### config.mk
export PLATFORM = sky130hd
export DESIGN_NAME = frame_strobe_sequencer
export DESIGN_NICKNAME = d
export VERILOG_FILES = /design/src/rtl/frame_cfg_pkg.sv /design/src/rtl/frame_strobe_decode.sv /design/src/rtl/frame_strobe_sequencer.sv
export SDC_FILE = /design/constraint.sdc
export NUM_CORES = 1
export LEC_CHECK = 0
export BUFFER_PORTS_ARGS = -buffer_cell sky130_fd_sc_hd__buf_2
export CORE_MARGIN = 2
export CORE_UTILIZATION = 35
export CTS_CLUSTER_DIAMETER = 150
export DETAILED_ROUTE_END_ITERATION = 10
export MAX_ROUTING_LAYER = met4
export PLACE_DENSITY_LB_ADDON = 0.05
export RECOVER_POWER = 25
export REMOVE_ABC_BUFFERS = 1
export SLEW_MARGIN = 20
export SYNTH_ARGS = -nofsm -noshare
export SYNTH_HDL_FRONTEND = slang
export SYNTH_SLANG_ARGS = --single-unit
### constraint.sdc
create_clock -name CLK -period 4.2 [get_ports CLK]
set_input_delay 0.21 -clock CLK [delete_from_list [all_inputs] [get_ports CLK]]
set_output_delay 0.21 -clock CLK [all_outputs]
set_load 0.005 [all_outputs]
### src/rtl/frame_cfg_pkg.sv
// frame_cfg_pkg
//   Shared definitions for the frame strobe sequencer:
//   - state_e        : sequencer FSM states (IDLE / STROBE / GAP)
//   - BROADCAST_COL  : all-ones column code, sliced to the column address width at use
//   - frame_idx_w()  : width of the frame index for a given frames-per-column count
//   - cnt_w()        : width of the strobe/gap down-counter
package frame_cfg_pkg;

    typedef enum logic [1:0] {
        IDLE   = 2'd0,
        STROBE = 2'd1,
        GAP    = 2'd2
    } state_e;

    // Kept wide so any column address width can take its low bits.
    localparam logic [31:0] BROADCAST_COL = 32'hFFFF_FFFF;

    function automatic int unsigned frame_idx_w(input int unsigned max_frames);
        return (max_frames > 1) ? $clog2(max_frames) : 1;
    endfunction

    // Counter must be able to hold max(StrobeCycles, GapCycles).
    function automatic int unsigned cnt_w(input int unsigned s, input int unsigned g);
        int unsigned m;
        m = (s > g) ? s : g;
        return (m > 0) ? $clog2(m + 1) : 1;
    endfunction

endpackage

### src/rtl/frame_strobe_decode.sv
// frame_strobe_decode
//   Combinational decode of a (column, frame) pair into the flattened
//   per-column one-hot strobe bus. Column c owns bits
//   [c*MaxFramesPerCol +: MaxFramesPerCol]. The all-ones column code
//   selects every column.
// Ports:
//   en_i      : when low the whole bus is zero
//   col_i     : column address (all-ones = broadcast)
//   frame_i   : frame index within the column
//   strobe_o  : NumCols*MaxFramesPerCol strobe bus
module frame_strobe_decode
    import frame_cfg_pkg::*;
#(
    parameter int unsigned MaxFramesPerCol  = 20,
    parameter int unsigned FrameSelectWidth = 5,
    parameter int unsigned NumCols          = 15,
    localparam int unsigned FrameIdxW       = frame_idx_w(MaxFramesPerCol)
) (
    input  logic                                  en_i,
    input  logic [FrameSelectWidth-1:0]           col_i,
    input  logic [FrameIdxW-1:0]                  frame_i,
    output logic [NumCols*MaxFramesPerCol-1:0]    strobe_o
);

    localparam logic [FrameSelectWidth-1:0] BcastCol = BROADCAST_COL[FrameSelectWidth-1:0];

    logic bcast;
    assign bcast = (col_i == BcastCol);

    always_comb begin
        strobe_o = '0;
        for (int c = 0; c < NumCols; c++) begin
            for (int f = 0; f < MaxFramesPerCol; f++) begin
                strobe_o[c*MaxFramesPerCol + f] = en_i
                    && (frame_i == FrameIdxW'(f))
                    && (bcast || (col_i == FrameSelectWidth'(c)));
            end
        end
    end

endmodule

### src/rtl/frame_strobe_sequencer.sv
// frame_strobe_sequencer
//   Accepts (column, frame) write requests over valid/ready and drives a
//   registered one-hot frame strobe into the addressed column (or all
//   columns for the broadcast code) for StrobeCycles cycles, then idles
//   for GapCycles before accepting again. Out-of-range requests are
//   dropped and flagged with a one-cycle err pulse.
// Ports:
//   CLK, resetn     : clock (rising edge), asynchronous active-low reset
//   req_valid/ready : request handshake; ready only in IDLE
//   req_col         : target column, all-ones = broadcast
//   req_frame       : frame index within the column
//   FrameStrobe_O   : per-column one-hot strobes, column c at [c*MaxFramesPerCol +: MaxFramesPerCol]
//   busy            : high while in STROBE or GAP
//   err             : one-cycle pulse after a rejected request
module frame_strobe_sequencer
    import frame_cfg_pkg::*;
#(
    parameter int unsigned MaxFramesPerCol  = 20,
    parameter int unsigned FrameSelectWidth = 5,
    parameter int unsigned NumCols          = 15,
    parameter int unsigned StrobeCycles     = 1,
    parameter int unsigned GapCycles        = 1,
    localparam int unsigned FrameIdxW       = frame_idx_w(MaxFramesPerCol)
) (
    input  logic                               CLK,
    input  logic                               resetn,
    input  logic                               req_valid,
    output logic                               req_ready,
    input  logic [FrameSelectWidth-1:0]        req_col,
    input  logic [FrameIdxW-1:0]               req_frame,
    output logic [NumCols*MaxFramesPerCol-1:0] FrameStrobe_O,
    output logic                               busy,
    output logic                               err
);

    localparam int unsigned CntW = cnt_w(StrobeCycles, GapCycles);
    localparam int unsigned OutW = NumCols * MaxFramesPerCol;

    localparam logic [CntW-1:0] StrobeLoad = CntW'(StrobeCycles - 1);
    localparam logic [CntW-1:0] GapLoad    = CntW'((GapCycles > 0) ? (GapCycles - 1) : 0);

    localparam logic [FrameSelectWidth-1:0] BcastCol  = BROADCAST_COL[FrameSelectWidth-1:0];
    localparam logic [FrameSelectWidth-1:0] NumColsV  = FrameSelectWidth'(NumCols);
    // One extra bit so a power-of-two frame count still compares correctly.
    localparam logic [FrameIdxW:0]          MaxFramesV = (FrameIdxW + 1)'(MaxFramesPerCol);

    state_e                      state_q, state_d;
    logic [CntW-1:0]             cnt_q, cnt_d;
    logic [FrameSelectWidth-1:0] col_q, col_d;
    logic [FrameIdxW-1:0]        frame_q, frame_d;
    logic                        err_q, err_d;
    logic [OutW-1:0]             strobe_q, strobe_d;

    logic accept;
    logic req_ok;

    assign req_ready = (state_q == IDLE);
    assign accept    = req_valid && req_ready;
    assign req_ok    = ({1'b0, req_frame} < MaxFramesV)
                       && ((req_col < NumColsV) || (req_col == BcastCol));

    always_comb begin
        state_d = state_q;
        cnt_d   = cnt_q;
        col_d   = col_q;
        frame_d = frame_q;
        err_d   = 1'b0;
        case (state_q)
            IDLE: begin
                if (accept) begin
                    if (req_ok) begin
                        state_d = STROBE;
                        cnt_d   = StrobeLoad;
                        col_d   = req_col;
                        frame_d = req_frame;
                    end else begin
                        err_d = 1'b1;
                    end
                end
            end
            STROBE: begin
                if (cnt_q == '0) begin
                    if (GapCycles == 0) begin
                        state_d = IDLE;
                    end else begin
                        state_d = GAP;
                        cnt_d   = GapLoad;
                    end
                end else begin
                    cnt_d = cnt_q - CntW'(1);
                end
            end
            GAP: begin
                if (cnt_q == '0) begin
                    state_d = IDLE;
                end else begin
                    cnt_d = cnt_q - CntW'(1);
                end
            end
            default: state_d = IDLE;
        endcase
    end

    // Decode from next-state so the strobe register lines up with the
    // STROBE state and the output comes straight off flops.
    frame_strobe_decode #(
        .MaxFramesPerCol (MaxFramesPerCol),
        .FrameSelectWidth(FrameSelectWidth),
        .NumCols         (NumCols)
    ) u_decode (
        .en_i    (state_d == STROBE),
        .col_i   (col_d),
        .frame_i (frame_d),
        .strobe_o(strobe_d)
    );

    always_ff @(posedge CLK or negedge resetn) begin
        if (!resetn) begin
            state_q  <= IDLE;
            cnt_q    <= '0;
            col_q    <= '0;
            frame_q  <= '0;
            err_q    <= 1'b0;
            strobe_q <= '0;
        end else begin
            state_q  <= state_d;
            cnt_q    <= cnt_d;
            col_q    <= col_d;
            frame_q  <= frame_d;
            err_q    <= err_d;
            strobe_q <= strobe_d;
        end
    end

    assign FrameStrobe_O = strobe_q;
    assign busy          = (state_q != IDLE);
    assign err           = err_q;

endmodule

=== Word level (Yosys, flattened, before mapping) ===
Index checks and enable logic that the tools add are counted.

* Register bits after elaboration: 314
* Word-level logic and storage cells: 412
* Memory bits (writable): 0
* Latch bits: 0
* Memories: 0
* Bits in read-only memories: 0

* Add/sub/neg operators: 1
* Mux-type cells: 18
* Order comparisons: 2
* Equality and inequality tests: 40
* Multipliers: 0
* Bitwise operators: 0
* Div/mod/pow operators: 0
* Shifts and indexed selects: 0
* Reduce and logical (&&, ||, !) cells: 345

{| class="wikitable"
|+ Operators by type and width
! kind !! count
|-
| 1-bit logical AND || 322
|-
| 5-bit by 4-bit == test with 1-bit output (second input constant) || 15
|-
| 5-bit by 3-bit == test with 1-bit output (second input constant) || 8
|-
| 5-bit == test (second input constant) || 6
|-
| 5-bit two-way mux || 6
|-
| 5-bit by 2-bit == test with 1-bit output (second input constant) || 4
|-
| 1-bit logical OR || 16
|-
| 5-bit by 1-bit == test with 1-bit output (second input constant) || 2
|-
| 5-bit logical NOT || 2
|-
| 2-bit two-way mux || 4
|-
| 1-bit two-way mux || 6
|-
| 2-bit one-hot mux with 3 select lines || 1
|-
| 5-bit by 4-bit < comparator with 1-bit output (second input constant) || 1
|-
| 5-bit < comparator (second input constant) || 1
|-
| 2-bit by 1-bit == test with 1-bit output (second input constant) || 2
|-
| 2-bit by 1-bit != test with 1-bit output (second input constant) || 2
|-
| 2-bit nonzero test || 2
|-
| 3-bit AND reduction || 1
|-
| 2-bit == test (second input constant) || 1
|-
| 2-bit logical NOT || 1
|-
| 1-bit one-hot mux with 2 select lines || 1
|-
| 2-bit OR reduction || 1
|-
| 1-bit subtractor (second input constant) || 1
|}

=== Longest topological paths before layout ===
* Depth after elaboration: 9
* Gate-level depth with buffers: 9
* Mapped depth without buffers: 6

=== Modules after synthesis ===
A second synthesis with hierarchy kept.

* Cell total of the unflattened synthesis: 772
* Area total of the unflattened synthesis: 9975.8 sq um

{| class="wikitable"
|+ Modules (own cells, without submodules)
! module !! instances !! cells each !! seq. area each (sq um) !! area each (sq um)
|-
| frame_strobe_sequencer || 1 || 339 || 7832.5 || 8086.5
|-
| frame_strobe_decode || 1 || 433 || 0.0 || 1889.3
|}

=== Worst setup path after synthesis ===
OpenSTA, ideal clock, no wires.

* Path type: reg2reg
* Start: register state_q[0]
* End: register strobe_q[208], in the netlist FrameStrobe_O[208]
* Path slack: 2.127 ns
* Clock period less this slack: 2.073 ns
* Cell stages (with the launch flop): 9
* Data required time: 4.073 ns
* Data arrival time: 1.946 ns
* Cell sequence: dfrtp_1 -> or3b_1 -> buf_6 -> nor2_8 -> buf_4 -> a21oi_1 -> nor2_2 -> buf_4 -> nor4_1

* Word-level cells in the longest chain between the ends: 7
* Elaborated cells between the ends (all ways): 20
* Classes of those cells: eq/ne: 6; mux: 9; reduce/logical: 5

{| class="wikitable"
|+ Ends and longest elaborated chain
! element !! line !! RTL
|-
| from (decl) || frame_strobe_sequencer.sv:47 || <nowiki>state_e state_q, state_d;</nowiki>
|-
| from (signal assigned) || frame_strobe_sequencer.sv:126 || <nowiki>state_q <= state_d;</nowiki>
|-
| 2-bit logical NOT || frame_strobe_sequencer.sv:57, frame_strobe_sequencer.sv:68 ||
|-
| 1-bit logical AND || frame_strobe_sequencer.sv:58 || <nowiki>assign accept = req_valid && req_ready;</nowiki>
|-
| 2-bit two-way mux or 5-bit two-way mux (tied branches) || frame_strobe_sequencer.sv:70 || <nowiki>if (accept) begin</nowiki>
|-
| 2-bit one-hot mux with 3 select lines or 5-bit two-way mux (tied branches) || frame_strobe_sequencer.sv:68 || <nowiki>case (state_q)</nowiki>
|-
| 2-bit by 1-bit == test with 1-bit output (tied with other cells) || frame_strobe_sequencer.sv:111 || <nowiki>.en_i (state_d == STROBE),</nowiki>
|-
| 1-bit logical AND or 1-bit logical OR (tied branches) || frame_strobe_decode.sv:35, frame_strobe_decode.sv:36 ||
|-
| 1-bit logical AND * || frame_strobe_decode.sv:36 || <nowiki>&& (bcast || (col_i == FrameSelectWidth'(c)));</nowiki>
|-
| net strobe_d[208] || frame_strobe_sequencer.sv:52 || <nowiki>logic [OutW-1:0] strobe_q, strobe_d;</nowiki>
|-
| to (signal assigned) || frame_strobe_sequencer.sv:131 || <nowiki>strobe_q <= strobe_d;</nowiki>
|-
| to (decl) || frame_strobe_sequencer.sv:52 ||
|}

The timed path passes the listed nets; every way through them passes the cells marked *.
A chain may end at the register's enable or synchronous reset.

=== Final worst setup path ===
* Start: register state_q[0]
* End: register strobe_q[126], in the netlist FrameStrobe_O[126]

* Word-level cells in the longest chain between the ends: 7
* Elaborated cells between the ends (all ways): 20
* Classes of those cells: eq/ne: 6; mux: 9; reduce/logical: 5

{| class="wikitable"
|+ Ends and longest elaborated chain
! element !! line
|-
| 2-bit logical NOT || frame_strobe_sequencer.sv:57, frame_strobe_sequencer.sv:68
|-
| 1-bit logical AND || frame_strobe_sequencer.sv:58
|-
| 2-bit two-way mux or 5-bit two-way mux (tied branches) || frame_strobe_sequencer.sv:70
|-
| 2-bit one-hot mux with 3 select lines or 5-bit two-way mux (tied branches) || frame_strobe_sequencer.sv:68
|-
| 2-bit by 1-bit == test with 1-bit output (tied with other cells) || frame_strobe_sequencer.sv:111
|-
| 1-bit logical AND or 1-bit logical OR (tied branches) || frame_strobe_decode.sv:35, frame_strobe_decode.sv:36
|-
| 1-bit logical AND * || frame_strobe_decode.sv:36
|-
| net strobe_d[126] || frame_strobe_sequencer.sv:52
|}

Marked as above.

==> impl_metrics.env <==
export IMPL_port_buffers=315
export IMPL_gp_congestion=0.934
export IMPL_drtIter0Drc=537
export IMPL_power_leakage_nw=7.27
export IMPL_ios=316
export IMPL_synth_distinct_cells=64
export IMPL_timing_rr_end="FrameStrobe_O[126]"
export IMPL_dr_pass1_iters=5
export IMPL_grt_pass1_vias=8848
export IMPL_endpoint_kind="register"
export IMPL_drv_slew=103
export IMPL_cts_made_buffers=36
export IMPL_post_route_drc_count=0
export IMPL_p_total_mw=7.44
export IMPL_fin_area_um2=15200
export IMPL_async_reset_ff_share_pct=100
export IMPL_ys_seq_area_share_pct=64.8
export IMPL_hold_depth=3
export IMPL_vdd_ir_drop_max_mv=0.204
export IMPL_tns_ps=0
export IMPL_cts_root_buf="clkbuf_16"
export IMPL_h_tree_depth=2
export IMPL_powerDensity_nw_per_um2=488
export IMPL_start_util_pct=35.7
export IMPL_r2r_slack_ps=1080
export IMPL_cts_buffer_depth=3
export IMPL_max_cap_violations=1
export IMPL_syn_avg_cell_area_um2=13.0
export IMPL_violations="capacitance limit, slew limit"
export IMPL_wl_per_cell_um=25.3
export IMPL_clk_latency_ps=520
export IMPL_fin_crit_ps=3120
export IMPL_worst_setup_path_type="register to register"
export IMPL_grtUsageTotal_pct=24.0
export IMPL_core_um2=33600
export IMPL_required_ps=4620
export IMPL_ys_warnings_count=0
export IMPL_critical_path_arrival_ps=3540
export IMPL_cts_tree="built"
export IMPL_synth_edff_count=0
export IMPL_finalCritPeriodShare_pct=74.2
export IMPL_gr_total_overflow=0
export IMPL_final_setup_viol_count=0
export IMPL_via_count=8787
export IMPL_dieArea_um2=35800
export IMPL_final_hold_viol_count=0
export IMPL_row_count=67
export IMPL_antenna_found_initial=1
export IMPL_dpl_cell_area_um2=14000
export IMPL_timing_fmax_mhz=321
export IMPL_fillers=3187
export IMPL_grt_start_max_net_pins=105
export IMPL_ant_nets=0
export IMPL_fin_ws_ps=1080
export IMPL_finalWirelength_um=42500
export IMPL_post_cts_buffers=0
export IMPL_path_max_fanout=34
export IMPL_drive_gt1_share_pct=40.9
export IMPL_worst_pin_slew_ps=2750
export IMPL_preCtsSetupSlack_ps=1070
export IMPL_via_per_inst=5.23
export IMPL_die_w_um=189
export IMPL_finalNetCount=1220
export IMPL_syn_instance_count=921
export IMPL_cts_sinks=311
export IMPL_die_h_um=189
export IMPL_fin_skew_ps=14.0
export IMPL_post_dp_hpwl_um=27100
export IMPL_synthesis_area_um2=12000
export IMPL_grt_pass1_wl_um=61500
export IMPL_reg2reg_depth=6
export IMPL_r2r_start="state_q[0]"
export IMPL_worstHoldEndpoint="frame_q[0]"
export IMPL_layout_commonest_cell="dfrtp_1"
export IMPL_slew_headroom_pct=-83.2
export IMPL_status="complete, but fails checks"
export IMPL_mostFrequentLayoutCells="dfrtp_1, buf_2, nor4_1"
export IMPL_ys_ff_latch=311
export IMPL_hp_start="req_frame[0]"
export IMPL_synth_flop_cell="dfrtp_1"
export IMPL_hold_class="input pin to register"
export IMPL_rsz0062_at_grt="false"
export IMPL_area_growth_pct=26.9
export IMPL_clkTransAtPathRegs_ps=60
export IMPL_worstSetupStartpointType="register"
## synth_stat cells (2+ instances only)
master / n / area share (%)
o22ai_1: 3 / 0.16
o21ai_0: 8 / 0.33
nor4_1: 86 / 4.5
inv_1: 9 / 0.28
nand4_1: 4 / 0.21
clkbuf_1: 19 / 0.59
a211oi_2: 24 / 2.5
a211o_1: 4 / 0.29
nor2_1: 56 / 1.8
o21ai_1: 6 / 0.25
buf_6: 16 / 1.5
a21oi_2: 2 / 0.15
nand2_2: 2 / 0.10
nand2_1: 25 / 0.78
nor4_2: 40 / 4.2
nor2_2: 2 / 0.10
o21ai_2: 13 / 0.95
nand3_1: 9 / 0.38
and3_1: 5 / 0.26
dfrtp_1: 311 / 65
nor2_8: 2 / 0.33
a21oi_1: 36 / 1.5
a21o_1: 3 / 0.19
nor3_1: 44 / 1.8
nor3_2: 9 / 0.75
o211ai_1: 4 / 0.25
a211oi_1: 60 / 3.8
a2111oi_4: 2 / 0.46
buf_2: 72 / 3.0
o211ai_2: 3 / 0.31
and4_1: 2 / 0.15
buf_4: 7 / 0.44
a21boi_1: 2 / 0.13
## timing repair
action / CTS / global route
gates resized for setup: 0 / 0
endpoints found under the hold margin: 103 / 0
hold buffers: 3 / 0
## report_power, final
| group | switching (mW) | internal [mW] | total, mW | leakage (nW) |
|---|---|---|---|---|
| clock | 1.24 | 2.05 | 3.29 | 0.614 |
| sequential | 0.0558 | 3.02 | 3.08 | 4.33 |
| combinational | 0.853 | 0.217 | 1.07 | 2.32 |
| total | 2.15 | 5.29 | 7.44 | 7.27 |
## cell families after synthesis
logic type	share of synthesized area [%]
simple gates	16.7
flops	64.8
compound gates	12.1
buf+inv	5.88
xor+xnor	0.438
mux	0.0834
## critical path: stages (launching register included)
cell	delay, ps
dfrtp_1	420
or3b_1	570
nor2_8	480
and4_2	440
o211ai_2	480
buf_4	370
nor4_2	250
## layer usage
metal | wire length [um] | part of all wire [%] | GRT usage [%]
met5 | 0 | 0 | -
met4 | 983 | 2.3 | 6.58
met3 | 2720 | 6.4 | 4.23
met2 | 19300 | 45 | 35.3
met1 | 19500 | 46 | 34.4
## area by class of cell
cell class / count / area [um2] / area share [%]
tap: 448 / 561 / 3.68
inverter: 11 / 41.3 / 0.271
sequential: 311 / 7780 / 51.1
clock buffer: 51 / 1050 / 6.88
clock inverter: 12 / 200 / 1.31
multi-input combinational: 485 / 3710 / 24.3
antenna: 1 / 2.50 / 0.0164
timing repair buffer: 362 / 1890 / 12.4
## flip-flops by register name, summed over array words and instances (netlist names)
signal / flops
col_q: 5
state_q: 2
FrameStrobe_O: 300
frame_q: 3
err: 1
## metrics by stage
stage / util [%] / std cells / hold WS, ps
3_5_place_dp: 41.7 / 1614 / 323
6_report: 45.3 / 1681 / 76.8
4_1_cts: 45.5 / 1680 / 60.7
5_1_grt: 45.3 / 1681 / 86.5
3_3_place_gp: 41.7 / 1614 / 327
2_1_floorplan: - / 807 / -85.6
## worst max-delay path by stage
stage | to | slack, ps | cells past startpoint | start
after floorplan | FrameStrobe_O[120] | 370 | 5 | req_col[0]
after global placement | FrameStrobe_O[126] | 1100 | 7 | req_col[4]
after detailed placement | FrameStrobe_O[126] | 1070 | 7 | req_col[4]
after CTS | FrameStrobe_O[126] | 1070 | 6 | state_q[0]
after global routing | FrameStrobe_O[71] | 850 | 2 | resetn
final | FrameStrobe_O[126] | 1080 | 6 | state_q[0]
(Power assumes the default switching activity.)
